<file path="src/rtl/div_pkg.sv">
// Shared types and constants for the sequential divider.
package div_pkg;

    typedef enum logic [1:0] {
        IDLE = 2'd0,
        RUN  = 2'd1,
        DONE = 2'd2
    } state_t;

    localparam int unsigned DIV_WIDTH = 16;
    localparam int unsigned CNT_W     = $clog2(DIV_WIDTH);

    localparam logic [DIV_WIDTH-1:0] DIV0_QUOTIENT = '1;

endpackage

</file>
<file path="src/rtl/div_trial_sub.sv">
// WIDTH+1-bit trial subtractor: diff = a - b, non_neg set when a >= b (no borrow).
module div_trial_sub #(
    parameter int unsigned WIDTH = 16
) (
    input  logic [WIDTH:0] a,
    input  logic [WIDTH:0] b,
    output logic [WIDTH:0] diff,
    output logic           non_neg
);

    logic [WIDTH+1:0] sum;

    // Carry out of a + ~b + 1 is the inverted borrow.
    assign sum     = {1'b0, a} + {1'b0, ~b} + {{(WIDTH + 1){1'b0}}, 1'b1};
    assign diff    = sum[WIDTH:0];
    assign non_neg = sum[WIDTH+1];

endmodule

</file>
<file path="src/rtl/seq_divider_16bit.sv">
// Restoring divider, one quotient bit per cycle behind a start/done handshake.
// Define SIGNED_DIV_EN for two's-complement operands (sign fix-up on entry to DONE).
module seq_divider_16bit
    import div_pkg::*;
#(
    parameter int unsigned WIDTH = DIV_WIDTH
) (
    input  logic             clk,
    input  logic             rst,
    input  logic             start,
    input  logic [WIDTH-1:0] dividend,
    input  logic [WIDTH-1:0] divisor,
    output logic [WIDTH-1:0] quotient,
    output logic [WIDTH-1:0] remainder,
    output logic             busy,
    output logic             done,
    output logic             div_by_zero,
    output logic             overflow
);

    state_t           state;
    logic [WIDTH-1:0] rem;
    logic [WIDTH-1:0] dvd;
    logic [WIDTH-1:0] dsr;
    logic [CNT_W-1:0] cnt;

    logic [WIDTH:0]   shifted;
    logic [WIDTH:0]   trial;
    logic             trial_ok;
    logic [WIDTH-1:0] q_next;
    logic [WIDTH-1:0] r_next;
    logic [WIDTH-1:0] q_fix;
    logic [WIDTH-1:0] r_fix;
    logic [WIDTH-1:0] a_mag;
    logic [WIDTH-1:0] b_mag;
    logic             unused_trial_msb;

`ifdef SIGNED_DIV_EN
    logic neg_q;
    logic neg_r;
    logic ovf_pend;
`endif

    // dvd doubles as the quotient shift register: dividend bits leave the top,
    // quotient bits enter at the bottom.
    assign shifted = {rem, dvd[WIDTH-1]};

    div_trial_sub #(
        .WIDTH(WIDTH)
    ) u_trial_sub (
        .a      (shifted),
        .b      ({1'b0, dsr}),
        .diff   (trial),
        .non_neg(trial_ok)
    );

    assign unused_trial_msb = trial[WIDTH];
    assign q_next = {dvd[WIDTH-2:0], trial_ok};
    assign r_next = trial_ok ? trial[WIDTH-1:0] : shifted[WIDTH-1:0];

    always_comb begin
        a_mag = dividend;
        b_mag = divisor;
        q_fix = q_next;
        r_fix = r_next;
`ifdef SIGNED_DIV_EN
        if (dividend[WIDTH-1]) a_mag = ~dividend + 1'b1;
        if (divisor[WIDTH-1])  b_mag = ~divisor + 1'b1;
        if (neg_q)             q_fix = ~q_next + 1'b1;
        if (neg_r)             r_fix = ~r_next + 1'b1;
`endif
    end

    always_ff @(posedge clk or posedge rst) begin
        if (rst) begin
            state       <= IDLE;
            rem         <= '0;
            dvd         <= '0;
            dsr         <= '0;
            cnt         <= '0;
            quotient    <= '0;
            remainder   <= '0;
            busy        <= 1'b0;
            done        <= 1'b0;
            div_by_zero <= 1'b0;
            overflow    <= 1'b0;
`ifdef SIGNED_DIV_EN
            neg_q       <= 1'b0;
            neg_r       <= 1'b0;
            ovf_pend    <= 1'b0;
`endif
        end else begin
            unique case (state)
                IDLE, DONE: begin
                    done <= 1'b0;
                    if (start) begin
                        div_by_zero <= 1'b0;
                        overflow    <= 1'b0;
                        if (divisor == '0) begin
                            state       <= DONE;
                            done        <= 1'b1;
                            quotient    <= WIDTH'(DIV0_QUOTIENT);
                            remainder   <= dividend;
                            div_by_zero <= 1'b1;
                        end else begin
                            state <= RUN;
                            busy  <= 1'b1;
                            rem   <= '0;
                            dvd   <= a_mag;
                            dsr   <= b_mag;
                            cnt   <= CNT_W'(WIDTH - 1);
`ifdef SIGNED_DIV_EN
                            neg_q    <= dividend[WIDTH-1] ^ divisor[WIDTH-1];
                            neg_r    <= dividend[WIDTH-1];
                            ovf_pend <= (dividend == {1'b1, {(WIDTH - 1){1'b0}}}) &&
                                        (divisor == '1);
`endif
                        end
                    end else begin
                        state <= IDLE;
                    end
                end
                RUN: begin
                    rem <= r_next;
                    dvd <= q_next;
                    cnt <= cnt - 1'b1;
                    if (cnt == '0) begin
                        state     <= DONE;
                        busy      <= 1'b0;
                        done      <= 1'b1;
                        quotient  <= q_fix;
                        remainder <= r_fix;
`ifdef SIGNED_DIV_EN
                        overflow  <= ovf_pend;
`endif
                    end
                end
                default: state <= IDLE;
            endcase
        end
    end

endmodule
</file>
<file path="config.mk">
export PLATFORM = sky130hd
export DESIGN_NAME = seq_divider_16bit
export DESIGN_NICKNAME = d
export VERILOG_FILES = /design/src/rtl/div_pkg.sv /design/src/rtl/div_trial_sub.sv /design/src/rtl/seq_divider_16bit.sv
export SDC_FILE = /design/constraint.sdc
export NUM_CORES = 1
export LEC_CHECK = 0
export ABC_CLOCK_PERIOD_IN_PS = 2600
export BUFFER_PORTS_ARGS = -buffer_cell sky130_fd_sc_hd__buf_4
export CORE_MARGIN = 5
export CORE_UTILIZATION = 53
export CTS_BUF_LIST = sky130_fd_sc_hd__clkbuf_2
export DETAILED_ROUTE_END_ITERATION = 10
export GPL_ROUTABILITY_DRIVEN = 0
export PLACE_DENSITY = 0.86
export SLEW_MARGIN = 40
export SYNTH_ARGS = -nofsm -noshare
export SYNTH_HDL_FRONTEND = slang
export SYNTH_SLANG_ARGS = --single-unit
</file>
<file path="constraint.sdc">
create_clock -name clk -period 2.6 [get_ports clk]
set_clock_uncertainty 0.15 [all_clocks]
set_input_delay 0.13 -clock clk [delete_from_list [all_inputs] [get_ports clk]]
set_output_delay 0.13 -clock clk [all_outputs]
set_load 0.01 [all_outputs]
</file>
======== Word-level counts from Yosys, hierarchy flattened ========
Index checks and enable logic that the tools add are counted.
storage, ports and cells
  flip-flop bits (word level) ............. 89
  bits of input ports ..................... 35
  output and inout bits ................... 36
  logic and storage cells ................. 62
cells by class
  add/sub/neg operators ................... 3
  eq/ne operators ......................... 6
  mux-type cells .......................... 30
  bitwise operators ....................... 2
  reduce and logical (&&, ||, !) cells .... 11
operator list
  kind                                                  count
  2-to-1 mux 16 bit                                     11
  one-hot mux 16 bit (2 select lines)                   4
  adder 17 x 17 -> 18 bit                               1
  adder 18 x 1 -> 18 bit (second input constant)        1
  NOT 16 -> 17 bit                                      1
  zero test 16 bit                                      1
  2-to-1 mux 4 bit                                      2
  inequality test 2 bit (second input constant)         4
  one-hot mux 4 bit (2 select lines)                    1
  AND reduction 4 bit                                   2
  2-to-1 mux 1 bit                                      6
  2-to-1 mux 2 bit                                      3
  AND reduction 3 bit                                   2
  zero test 4 bit                                       1
  one-hot mux 1 bit (2 select lines)                    2
  one-hot mux 2 bit (2 select lines)                    1
  AND reduction 2 bit                                   2
  subtractor 4 x 1 -> 4 bit (second input constant)     1
  equality test 2 x 1 -> 1 bit (second input constant)  1
  equality test 2 bit (second input constant)           1
  zero test 2 bit                                       1
  nonzero test 2 bit                                    1
  OR reduction 2 bit                                    1
  NOT 1 bit                                             1

======== Logic depth before layout (Yosys ltp) ========
  word-level depth ........................ 6
  mapped depth ............................ 11
  depth with buffers taken out ............ 10

======== Hierarchy ========
Synthesis repeated with hierarchy kept, for this count alone.
unflattened totals
  cell total of the unflattened synthesis .. 513
  area, all modules ....................... 4815.9 um^2
modules (own cells, without submodules)
  module             times used  cells each  area each (um^2)  sequential area each (um^2)
  seq_divider_16bit  1           379         3856.2            2227.1
  div_trial_sub      1           134         959.7             0.0

======== Least setup slack after synthesis ========
No wires, ideal clock.
  kind .................................... flip-flop to flip-flop
  from .................................... register rem[13]
  to ...................................... register remainder[0]
  data arrival time ....................... 2.391 ns
  setup slack ............................. -0.006 ns
  stages on the path, launching flop included .. 10
  period minus slack after synthesis ...... 2.606 ns
  cell sequence ........................... dfrtp_1 ha_1 nand4b_2 or4_1 a21o_1 and3_1 buf_6 mux2_4 a21oi_1 a21o_1
between the ends
  longest elaborated chain between the ends .. 5
RTL lines
  item                                 line                      RTL
  start: declaration                   seq_divider_16bit.sv:22   logic [WIDTH-1:0] rem;
  start signal: assignment             seq_divider_16bit.sv:124  rem <= r_next;
  adder 17 x 17 -> 18 bit              div_trial_sub.sv:14       assign sum = {1'b0, a} + {1'b0, ~b} + {{(WIDTH + 1){1'b0}}, 1'b1};
  adder 18 x 1 -> 18 bit               div_trial_sub.sv:14
  2-to-1 mux 16 bit                    seq_divider_16bit.sv:59   assign r_next = trial_ok ? trial[WIDTH-1:0] : shifted[WIDTH-1:0];
  2-to-1 mux 16 bit                    seq_divider_16bit.sv:127  if (cnt == '0) begin
  one-hot mux 16 bit (2 select lines)  seq_divider_16bit.sv:93   unique case (state)
  end signal: assignment               seq_divider_16bit.sv:103  remainder <= dividend;
  end signal: assignment               seq_divider_16bit.sv:132  remainder <= r_fix;
  end: declaration                     seq_divider_16bit.sv:14   output logic [WIDTH-1:0] remainder,
Every way passes these cells. The select of a mux whose other input is x is not followed.
A chain may end at the register's enable or synchronous reset.

======== Worst setup path after layout ========
  from .................................... register rem[9]
  to ...................................... register rem[7]
between the ends
  longest elaborated chain between the ends .. 4
RTL lines
  item                                 line
  adder 17 x 17 -> 18 bit              div_trial_sub.sv:14
  adder 18 x 1 -> 18 bit               div_trial_sub.sv:14
  2-to-1 mux 16 bit                    seq_divider_16bit.sv:59
  one-hot mux 16 bit (2 select lines)  seq_divider_16bit.sv:93
Every way passes these cells.

==> impl_metrics.tcl <==
set metrics [dict create \
    fin_crit_sh_pct 105 \
    drc 0 \
    grtUsageMet2_pct 44.3 \
    synth-edff-count 0 \
    power.leakage_nw 3.07 \
    seq_area_frac_synth_pct 47.7 \
    failed_checks "setup timing" \
    grt_max_degree 61 \
    wl_um 17300 \
    detail_route.wl_per_cell_um 21.9 \
    grt.busiest_layer "met2" \
    placed_area_mm2 0.00563 \
    route.antenna.remaining_nets 0 \
    htreeDepth 3 \
    fmaxAchievable_mhz 367 \
    antenna_cells 0 \
    cp_cell_sequence "ha_4, a21oi_1, o21bai_2, a21boi_4, nand3_4, buf_6, mux2i_4, o21ai_0" \
    synth_ff_type "dfrtp_1" \
    worst_pin_slew_ps 579 \
    yosysWarnings 0 \
    antenna_found_initial 0 \
    syn_area_per_cell_um2 9.04 \
    boundaryPins 71 \
    ff_latch_area_mm2 0.00223 \
    relSlewSlack_pct 61.1 \
    synthCells 517 \
    grt_pass1_wl_um 23500 \
    grtUsageTotal_pct 26.5 \
    ir_drop_v 0.00102 \
    dieArea_mm2 0.0108 \
    detailed_place_hpwl_um 9410 \
    grt_use_met1_pct 31.9 \
    coreArea_mm2 0.00864 \
    intPower_w 0.00590 \
    numCtsBuffers 9 \
    drt-pass1-iter-count 6 \
    root_buffer "clkbuf_2" \
    maxCapViolCount 0 \
    start_kind "flop" \
    status "finished with violations" \
    ys_async_sr_fraction_pct 100 \
    worstSetupPathType "flop to flop" \
    insertion_delay_ps 630 \
    cts_max_path_buffers 2 \
    die_h_um 104 \
    grt_setup_unrepaired "yes" \
    cts_sinks 89 \
    critPathMaxStageDelay_ps 520 \
    hold_class "input port to flop" \
    netSwitchingPower_w 0.00528 \
    fillers 484 \
    fin_hold_ws_ps 124 \
    row_count 34 \
    die_width_um 104 \
    hold_viol 0 \
    finalCriticalPeriod_ps 2730 \
    area_growth_pct 42.3 \
    finalSetupViolCount 19 \
    synth.top_cell.area_share_pct 47.7 \
    end_kind "flop" \
    cts_tree "built" \
    crit_required_ps 2930 \
    clkPwrFrac_pct 6.6 \
    drive_above_1_share_pct 33.0 \
    cpMaxStageDelayCell "dfrtp_1" \
    multi_input_area_mm2 0.00262 \
    met3_usage_pct 5.21 \
    start_util_pct 54.1 \
    ys_types 60 \
    p_per_area_mw_per_mm2 1680 \
    slew_viol_final 0 \
    viasPerCell 6.48 \
    syn-cell-area_mm2 0.00467 \
    synthTopCellsByArea "dfrtp_1 48%, nand2_1 6.0%, o21ai_0 5.2%" \
    overflow 0 \
    cp_max_fo 5 \
    synth.ff_latch_count 89 \
    grt_pass1_vias 4858 \
    port_buffers 69 \
    synth_nets 570 \
    postLayoutCellArea_mm2 0.00665 \
    drtIter0Drc 656 \
    dp_slack_ps -168 \
    layout_setup_ws_ps -127 \
    sw_frac_of_total_pct 47.2 \
    yosys.area.top_type "dfrtp_1" \
    pwr-share-seq_pct 23.0 \
    vias 5135 \
    num-nets-final 733 \
    p_comb_share_pct 70.4 \
    arrival_ps 3060 \
    clk_pin_slew_ps 310 \
]
## sequential cells by signal, indices dropped and copies added (netlist names)
name / count
dsr: 16
dvd: 16
quotient: 16
rem: 16
remainder: 16
cnt: 4
state: 2
busy: 1
div_by_zero: 1
done: 1
## worst paths after layout
check / start / endpoint / slack (ps) / cells past startpoint
min reg2reg: remainder[2] / remainder[2] / 400 / 1
max reg2reg: rem[9] / rem[7] / -130 / 8
min in group asynchronous: rst / quotient[12] / 450 / 4
min: divisor[0] / dsr[0] / 120 / 4
max in group asynchronous: rst / rem[7] / 1090 / 5
max: rem[9] / rem[7] / -130 / 8
## worst max-delay path: cells and delay by family (launching register included)
family          cells  cell delay, ps
compound gates      4            1050
fa+ha+maj           1             280
buf+inv             1             190
flops               1             520
mux                 1             190
simple gates        1             190
## metrics by stage
step                      power (W)  util, %  setup TNS, ps  std cells
after floorplan             0.00593        -              0        517
after global placement      0.00786     65.2           -589        718
after detailed placement    0.00815     65.2          -2350        718
after CTS                   0.00947     72.7         -0.760        776
after global routing         0.0117     77.0          -2180        793
final                        0.0112     77.0           -910        793
## cells by family (layout without fill, tap and decap cells)
logic type / after synthesis / after routing / synth area share [%]
adder cells (fa/ha/maj): 18 / 18 / 4.98
AO/OA/AOI/OAI: 155 / 155 / 20.5
multiplexers: 13 / 13 / 3.03
flip-flops: 89 / 89 / 47.7
other: 1 / 1 / 0.0803
XOR/XNOR: 8 / 8 / 1.50
AND/OR/NAND/NOR: 182 / 183 / 17.8
buffers and inverters: 51 / 218 / 4.47
## layout by cell type (no fill, tap or decap), types with 2 or more instances in the layout
master         instances
buf_4                141
mux2i_1                3
inv_1                 16
nand2b_1               5
a21oi_2                3
ha_1                   4
nand2_1               74
dlygate4sd3_1         35
clkinvlp_4             2
dfrtp_1               88
nor4_1                 5
nor3_1                 7
ha_4                  13
a21o_1                14
inv_2                  4
a31oi_1               20
xor2_1                 2
or3_1                  3
a221o_1                2
o31ai_2                2
o21ai_0               44
mux2i_2                6
nor2b_1                5
nand3_1               11
inv_6                  3
o21ai_1                3
mux2_4                 3
o221ai_1               2
buf_6                  3
a21oi_1               34
clkbuf_2               9
nor2_1                46
xnor2_1                6
and3_1                 7
o21ai_2                2
o21a_1                 4
## cell usage after synthesis, drive strengths merged (2+ instances only)
| master | number |
|---|---|
| nor3b | 2 |
| or3 | 4 |
| a31oi | 21 |
| o2111ai | 2 |
| xor2 | 2 |
| a21boi | 3 |
| and3 | 8 |
| a211oi | 3 |
| nand2 | 75 |
| mux2i | 10 |
| inv | 21 |
| o21a | 4 |
| mux2 | 3 |
| o21bai | 2 |
| nand3 | 12 |
| buf | 7 |
| nor2b | 6 |
| nor2 | 47 |
| a21oi | 37 |
| o221ai | 3 |
| clkbuf | 22 |
| nor3 | 8 |
| nand2b | 6 |
| xnor2 | 6 |
| o21ai | 49 |
| nor4 | 6 |
| dfrtp | 89 |
| a221o | 2 |
| and2 | 2 |
| ha | 17 |
| o31ai | 2 |
| a21o | 15 |
## cell type report
type,count,area share [%]
timing repair buffer,180,22.0
inverter,22,1.32
sequential,89,33.5
multi-input combinational,378,39.4
clock inverter,7,1.05
clock buffer,9,0.678
tap,108,2.03
## what timing repair did
item	4_1_cts	5_1_grt
hold endpoints to repair	139	0
pin swaps	5	23
endpoints found under the setup margin	29	29
resized for setup	24	47
gates cloned	0	1
hold buffers	35	0
buffers inserted	7	16
## layer usage
metal	share of wire (%)	routed length [um]	vias to the layer above
met4	8.2	1420	0
li1	-	-	2154
met3	8.4	1460	155
met2	48	8390	413
met5	0	0	-
met1	35	6070	2413
## power by group through the flow
stage	Combinational (W)	Clock (W)	Sequential, W
after detailed placement	0.00565	0	0.00250
after CTS	0.00628	0.000711	0.00248
after floorplan	0.00341	0	0.00252
after global placement	0.00540	0	0.00246
after global routing	0.00826	0.000775	0.00262
final	0.00787	0.000738	0.00257
Note: power is estimated with default switching activity, not from simulation.
